<file path="src/rtl/mux_pkg.sv">
// Shared types and helpers for the round-robin stream multiplexer.
package mux_pkg;

    localparam int unsigned MAX_SEL_W = 4;

    typedef logic [MAX_SEL_W-1:0] ch_id_t;

    typedef enum logic {
        MODE_FIXED = 1'b0,
        MODE_RR    = 1'b1
    } mode_e;

    function automatic int unsigned clog2(input int unsigned v);
        int unsigned r;
        r = 0;
        for (int unsigned i = 0; i < 32; i++) begin
            if ((32'd1 << i) < v) r = i + 1;
        end
        return r;
    endfunction

endpackage

</file>
<file path="src/rtl/rr_arbiter.sv">
// Rotating-priority arbiter: first requester after ptr, wrapping back to ptr last.
module rr_arbiter
    import mux_pkg::*;
#(
    parameter int NUM_CH = 4,
    parameter int SEL_W  = clog2(NUM_CH)
) (
    input  logic [NUM_CH-1:0] req,
    input  logic [SEL_W-1:0]  ptr,
    input  logic              en,
    output logic [SEL_W-1:0]  gnt_idx,
    output logic              gnt_vld
);

    int unsigned sum;
    ch_id_t      cand;

    always_comb begin
        gnt_idx = '0;
        gnt_vld = 1'b0;
        sum     = 0;
        cand    = '0;
        for (int unsigned off = 1; off <= NUM_CH; off++) begin
            // Offset search from ptr+1; the ptr channel itself is reached last.
            sum = int'(unsigned'(ptr)) + off;
            if (sum >= NUM_CH) sum = sum - NUM_CH;
            cand = ch_id_t'(sum);
            for (int unsigned i = 0; i < NUM_CH; i++) begin
                if (en && !gnt_vld && cand == ch_id_t'(i) && req[i]) begin
                    gnt_vld = 1'b1;
                    gnt_idx = SEL_W'(i);
                end
            end
        end
    end

endmodule

</file>
<file path="src/rtl/rr_stream_mux.sv">
// N-channel valid/ready stream mux with fixed-select or round-robin arbitration
// feeding a single registered output stage.
module rr_stream_mux
    import mux_pkg::*;
#(
    parameter int NUM_CH = 4,
    parameter int DATA_W = 8,
    parameter int SEL_W  = clog2(NUM_CH)
) (
    input  logic                     clk,
    input  logic                     rst_n,
    input  logic [NUM_CH*DATA_W-1:0] in_data,
    input  logic [NUM_CH-1:0]        in_valid,
    output logic [NUM_CH-1:0]        in_ready,
    input  logic                     rr_en,
    input  logic [SEL_W-1:0]         sel,
    output logic [DATA_W-1:0]        out_data,
    output logic [SEL_W-1:0]         out_ch,
    output logic                     out_valid,
    input  logic                     out_ready
);

    logic [DATA_W-1:0] out_data_q, out_data_d;
    logic [SEL_W-1:0]  out_ch_q, out_ch_d;
    logic              out_valid_q, out_valid_d;
    logic [SEL_W-1:0]  ptr_q, ptr_d;

    mode_e             mode;
    logic              load_en, fix_vld, arb_vld, gnt_vld, xfer;
    logic [SEL_W-1:0]  arb_idx, gnt;
    logic [DATA_W-1:0] gnt_data;

    assign mode = mode_e'(rr_en);

    rr_arbiter #(
        .NUM_CH (NUM_CH),
        .SEL_W  (SEL_W)
    ) u_arb (
        .req     (in_valid),
        .ptr     (ptr_q),
        .en      (mode == MODE_RR),
        .gnt_idx (arb_idx),
        .gnt_vld (arb_vld)
    );

    always_comb begin
        // Gating with rst_n keeps in_ready low while reset is held.
        load_en = rst_n && (!out_valid_q || out_ready);

        fix_vld = 1'b0;
        for (int unsigned i = 0; i < NUM_CH; i++) begin
            if (sel == SEL_W'(i) && in_valid[i]) fix_vld = 1'b1;
        end

        gnt     = (mode == MODE_RR) ? arb_idx : sel;
        gnt_vld = (mode == MODE_RR) ? arb_vld : fix_vld;
        xfer    = load_en && gnt_vld;

        in_ready = '0;
        gnt_data = '0;
        for (int unsigned i = 0; i < NUM_CH; i++) begin
            if (gnt == SEL_W'(i)) begin
                gnt_data    = in_data[i*DATA_W +: DATA_W];
                in_ready[i] = xfer;
            end
        end

        out_data_d  = out_data_q;
        out_ch_d    = out_ch_q;
        out_valid_d = out_valid_q;
        ptr_d       = ptr_q;
        if (xfer) begin
            out_data_d  = gnt_data;
            out_ch_d    = gnt;
            out_valid_d = 1'b1;
            if (mode == MODE_RR) ptr_d = gnt;
        end else if (out_ready) begin
            out_valid_d = 1'b0;
        end
    end

    always_ff @(posedge clk or negedge rst_n) begin
        if (!rst_n) begin
            out_data_q  <= '0;
            out_ch_q    <= '0;
            out_valid_q <= 1'b0;
            ptr_q       <= SEL_W'(NUM_CH - 1);
        end else begin
            out_data_q  <= out_data_d;
            out_ch_q    <= out_ch_d;
            out_valid_q <= out_valid_d;
            ptr_q       <= ptr_d;
        end
    end

    assign out_data  = out_data_q;
    assign out_ch    = out_ch_q;
    assign out_valid = out_valid_q;

endmodule
</file>
<file path="config.mk">
export PLATFORM = sky130hd
export DESIGN_NAME = rr_stream_mux
export DESIGN_NICKNAME = d
export VERILOG_FILES = /design/src/rtl/mux_pkg.sv /design/src/rtl/rr_arbiter.sv /design/src/rtl/rr_stream_mux.sv
export SDC_FILE = /design/constraint.sdc
export NUM_CORES = 1
export LEC_CHECK = 0
export ABC_AREA = 1
export BUFFER_PORTS_ARGS = -buffer_cell sky130_fd_sc_hd__buf_2
export CAP_MARGIN = 20
export CORE_MARGIN = 4
export CORE_UTILIZATION = 35
export CTS_BUF_LIST = sky130_fd_sc_hd__clkbuf_8 sky130_fd_sc_hd__clkbuf_16
export DETAILED_ROUTE_END_ITERATION = 8
export GPL_ROUTABILITY_DRIVEN = 0
export GPL_TIMING_DRIVEN = 0
export SLEW_MARGIN = 0
export SYNTH_ARGS = -nofsm -noshare
export SYNTH_HDL_FRONTEND = slang
export SYNTH_SLANG_ARGS = --single-unit
</file>
<file path="constraint.sdc">
create_clock -name clk -period 2.2 [get_ports clk]
set_input_delay 0.11 -clock clk [delete_from_list [all_inputs] [get_ports clk]]
set_output_delay 0.11 -clock clk [all_outputs]
set_load 0.01 [all_outputs]
</file>
==> impl_metrics.tcl <==
set metrics [dict create \
    status "complete, but fails checks" \
    violations "negative setup slack" \
    synthTopCellsByArea "dfrtp_1 (21%), nand2_1 (16%), nor2_1 (7.0%)" \
    seq_area_frac_synth_pct 24.6 \
    skew_ps 3.81 \
    startpoint_type "flip-flop" \
    cp_num_buf_inv 3 \
    finalHoldViolCount 0 \
    peakVddDrop_uv 634 \
    n_fill_cell 351 \
    pwr-share-comb_pct 75.9 \
    via_per_inst 4.66 \
    crit_path_end_kind "output port" \
    grt_overflow 0 \
    clock_latency_ps 240 \
    start_util_pct 36.4 \
    ys_seq_elements 13 \
    cts_buffers 3 \
    syn-instance-count 198 \
    ys_warn_count 0 \
    maxCapViolations 0 \
    syn_area_per_cell_sq_um 6.72 \
    path_delay_family "simple AND/OR/NAND/NOR gates" \
    antenna_found_initial 0 \
    path_clk_slew_ps 50 \
    nNetsFinal 330 \
    wl_per_cell_um 12.4 \
    grt_pass1_vias 1534 \
    drc 0 \
    setup_viol 17 \
    core_area_sq_mm 0.00366 \
    crit_path_frequent_cell "nand4_4" \
    antenna_left 0 \
    tightest_slew_ps 354 \
    drt-met1-wl_um 1880 \
    syn_nets 240 \
    hp-class "input port to flip-flop" \
    postLayoutCellArea_sq_mm 0.00214 \
    p_seq_share_pct 16.3 \
    drtPass1Iterations 4 \
    die_area_sq_mm 0.00485 \
    io_pins 57 \
    root_buffer "clkbuf_8" \
    dr_total_vias 1561 \
    antenna_cells 0 \
    crit_fanout 5 \
    post-route-worst-setup-slack_ps -556 \
    place_area_sq_mm 0.00169 \
    grt_util_all_layers_pct 17.1 \
    layout_common_cells "buf_2 (55), nand2_1 (53), inv_1 (21)" \
    dr.max_layer_used "met4" \
    routed-wl-met3_um 180 \
    cpMaxStageDelayCell "dfstp_2" \
    die_w_um 69.7 \
    criticalPathCategory "flip-flop to output port" \
    cts_buffer_depth 2 \
    max_slew_margin_pct 76.3 \
    clkPwrFrac_pct 7.8 \
    path_cells "inv_2 > nand4_1 > nand3_2 > nor2_2 > nand4_1 > a21oi_2 > nand4_4 > nor2_4 > nand2_4 > nand4_4 > nand4_4 > buf_4 > nor2_1 > buf_2" \
    routed_wl_um 4170 \
    grt_max_degree 15 \
    yosysTopAreaCellShare_pct 20.7 \
    placed_cells 301 \
    die_y_um 69.7 \
    power_density_mw_per_mm2 1260 \
    rows 22 \
    first_iter_violations 54 \
    cpPeakStageDelay_ps 570 \
    fin_crit_ps 2760 \
    tns_ps -7160 \
    intPower_mw 1.43 \
    period_share_pct 125 \
    fmax_mhz 363 \
    hpwl_um 2890 \
    cp_data_arrival_time_ps 2650 \
    cts_max_level 1 \
    grt_pass1_wl_um 6820 \
    route.met2.wl_um 2050 \
    swShare_pct 47.1 \
    syn_area_sq_mm 0.00133 \
    rsz0062_at_grt "yes" \
    p_switching_mw 1.27 \
    final_common_cell "buf_2" \
    area.growth.synth_to_final_pct 60.6 \
    worstPathRequired_ps 2090 \
    drv_slew 0 \
    ys_types 31 \
    cts_tree "done" \
    drive_above_1_share_pct 51.2 \
    yosysTopAreaCell "dfrtp_1" \
    instances_no_fill 335 \
    p_leak_nw 1.16 \
    portBuffers 55 \
    clock-sinks 13 \
]
cell families after synthesis:
group / share of synthesized area, %
AOI/OAI and AO/OA: 10.4
buffers and inverters: 9.30
DFF: 24.6
and+or+nand+nor: 55.6
through the flow:
stage               util, %  worst slack (ps)  hold WS [ps]  total power [mW]
global placement       46.2              -509          26.2              1.84
finish                 58.4              -556           105              2.70
CTS                    53.2              -578          98.2              2.38
detailed placement     46.2              -561          27.2              1.84
global route           58.4              -750           112              2.93
floorplan                 -              -179          -186              1.49
routing by layer:
layer  track usage [%]  vias up
met5                 0        -
met4              4.47        0
met3              3.91        7
met2              28.7       35
met1              22.0      700
li1                  -      819
flip-flops by register name (all words and copies together) (netlist names):
signal / count
out_valid: 1
out_data: 8
ptr_q: 2
out_ch: 2
worst reg2reg max path, stage by stage (launching register included):
cell and delay [ps]:
dfstp_2 570, inv_2 70, nand4_1 100, nand3_2 120
nor2_2 110, nand4_1 90, a21oi_2 200, nand4_4 140
nor2_4 180, nand2_4 110, nand4_4 160, nand4_4 190
buf_4 190, buf_6 110, nand3_1 70, nand3_1 70
nor2_1 100, nor2_1 40
Yosys cell counts:
library cell	count
a21oi_1	2
a21oi_2	3
a21oi_4	1
and3_1	1
buf_2	3
buf_6	1
dfrtp_1	11
dfstp_2	2
inv_1	20
inv_2	6
nand2_1	58
nand2_2	4
nand2_4	2
nand3_1	17
nand3_2	3
nand3_4	1
nand4_1	4
nand4_2	1
nand4_4	4
nor2_1	25
nor2_2	3
nor2_4	3
nor2_8	1
nor3_1	1
nor3_2	3
o211ai_1	1
o21ai_0	9
o21ai_1	5
o311ai_0	1
or2_0	1
or2_2	1
cell type report:
class	instances	area [sq um]	area share, %
multi-input cells	155	1010	47.3
repair buffers	85	543	25.4
flip-flops and latches	13	328	15.3
inverters	26	105	4.92
well taps	48	60.1	2.81
plain buffers	4	46.3	2.17
clock buffers	3	41.3	1.93
clock inverters	1	3.75	0.176
power by group through the flow:
stage                     logic, mW  registers, mW  clock network, mW
after detailed placement       1.40          0.439                  0
after CTS                      1.74          0.432              0.215
after floorplan                1.01          0.479                  0
after global placement         1.39          0.444                  0
after global routing           2.25          0.457              0.226
final                          2.05          0.440              0.211
worst paths after layout:
path,startpoint,end,slack [ps],depth (start not counted)
worst max-delay path,ptr_q[1],in_ready[2],-560,14
worst max register to register,ptr_q[1],out_data[4],-500,17
max in group asynchronous,rst_n,ptr_q[1],1610,2
worst min-delay path,in_data[27],out_data[3],100,3
min in group asynchronous,rst_n,out_data[6],300,2
worst min register to register,out_data[6],out_data[6],480,2
timing repair:
item | in CTS | in global routing
gates cloned | 0 | 1
resized for setup | 13 | 36
endpoints found under the setup margin | 17 | 17
hold buffers | 1 | 0
setup buffers | 19 | 10
hold endpoints to repair | 11 | 0
pin swaps | 22 | 13
No activity file was read; power rests on OpenSTA's default activity.
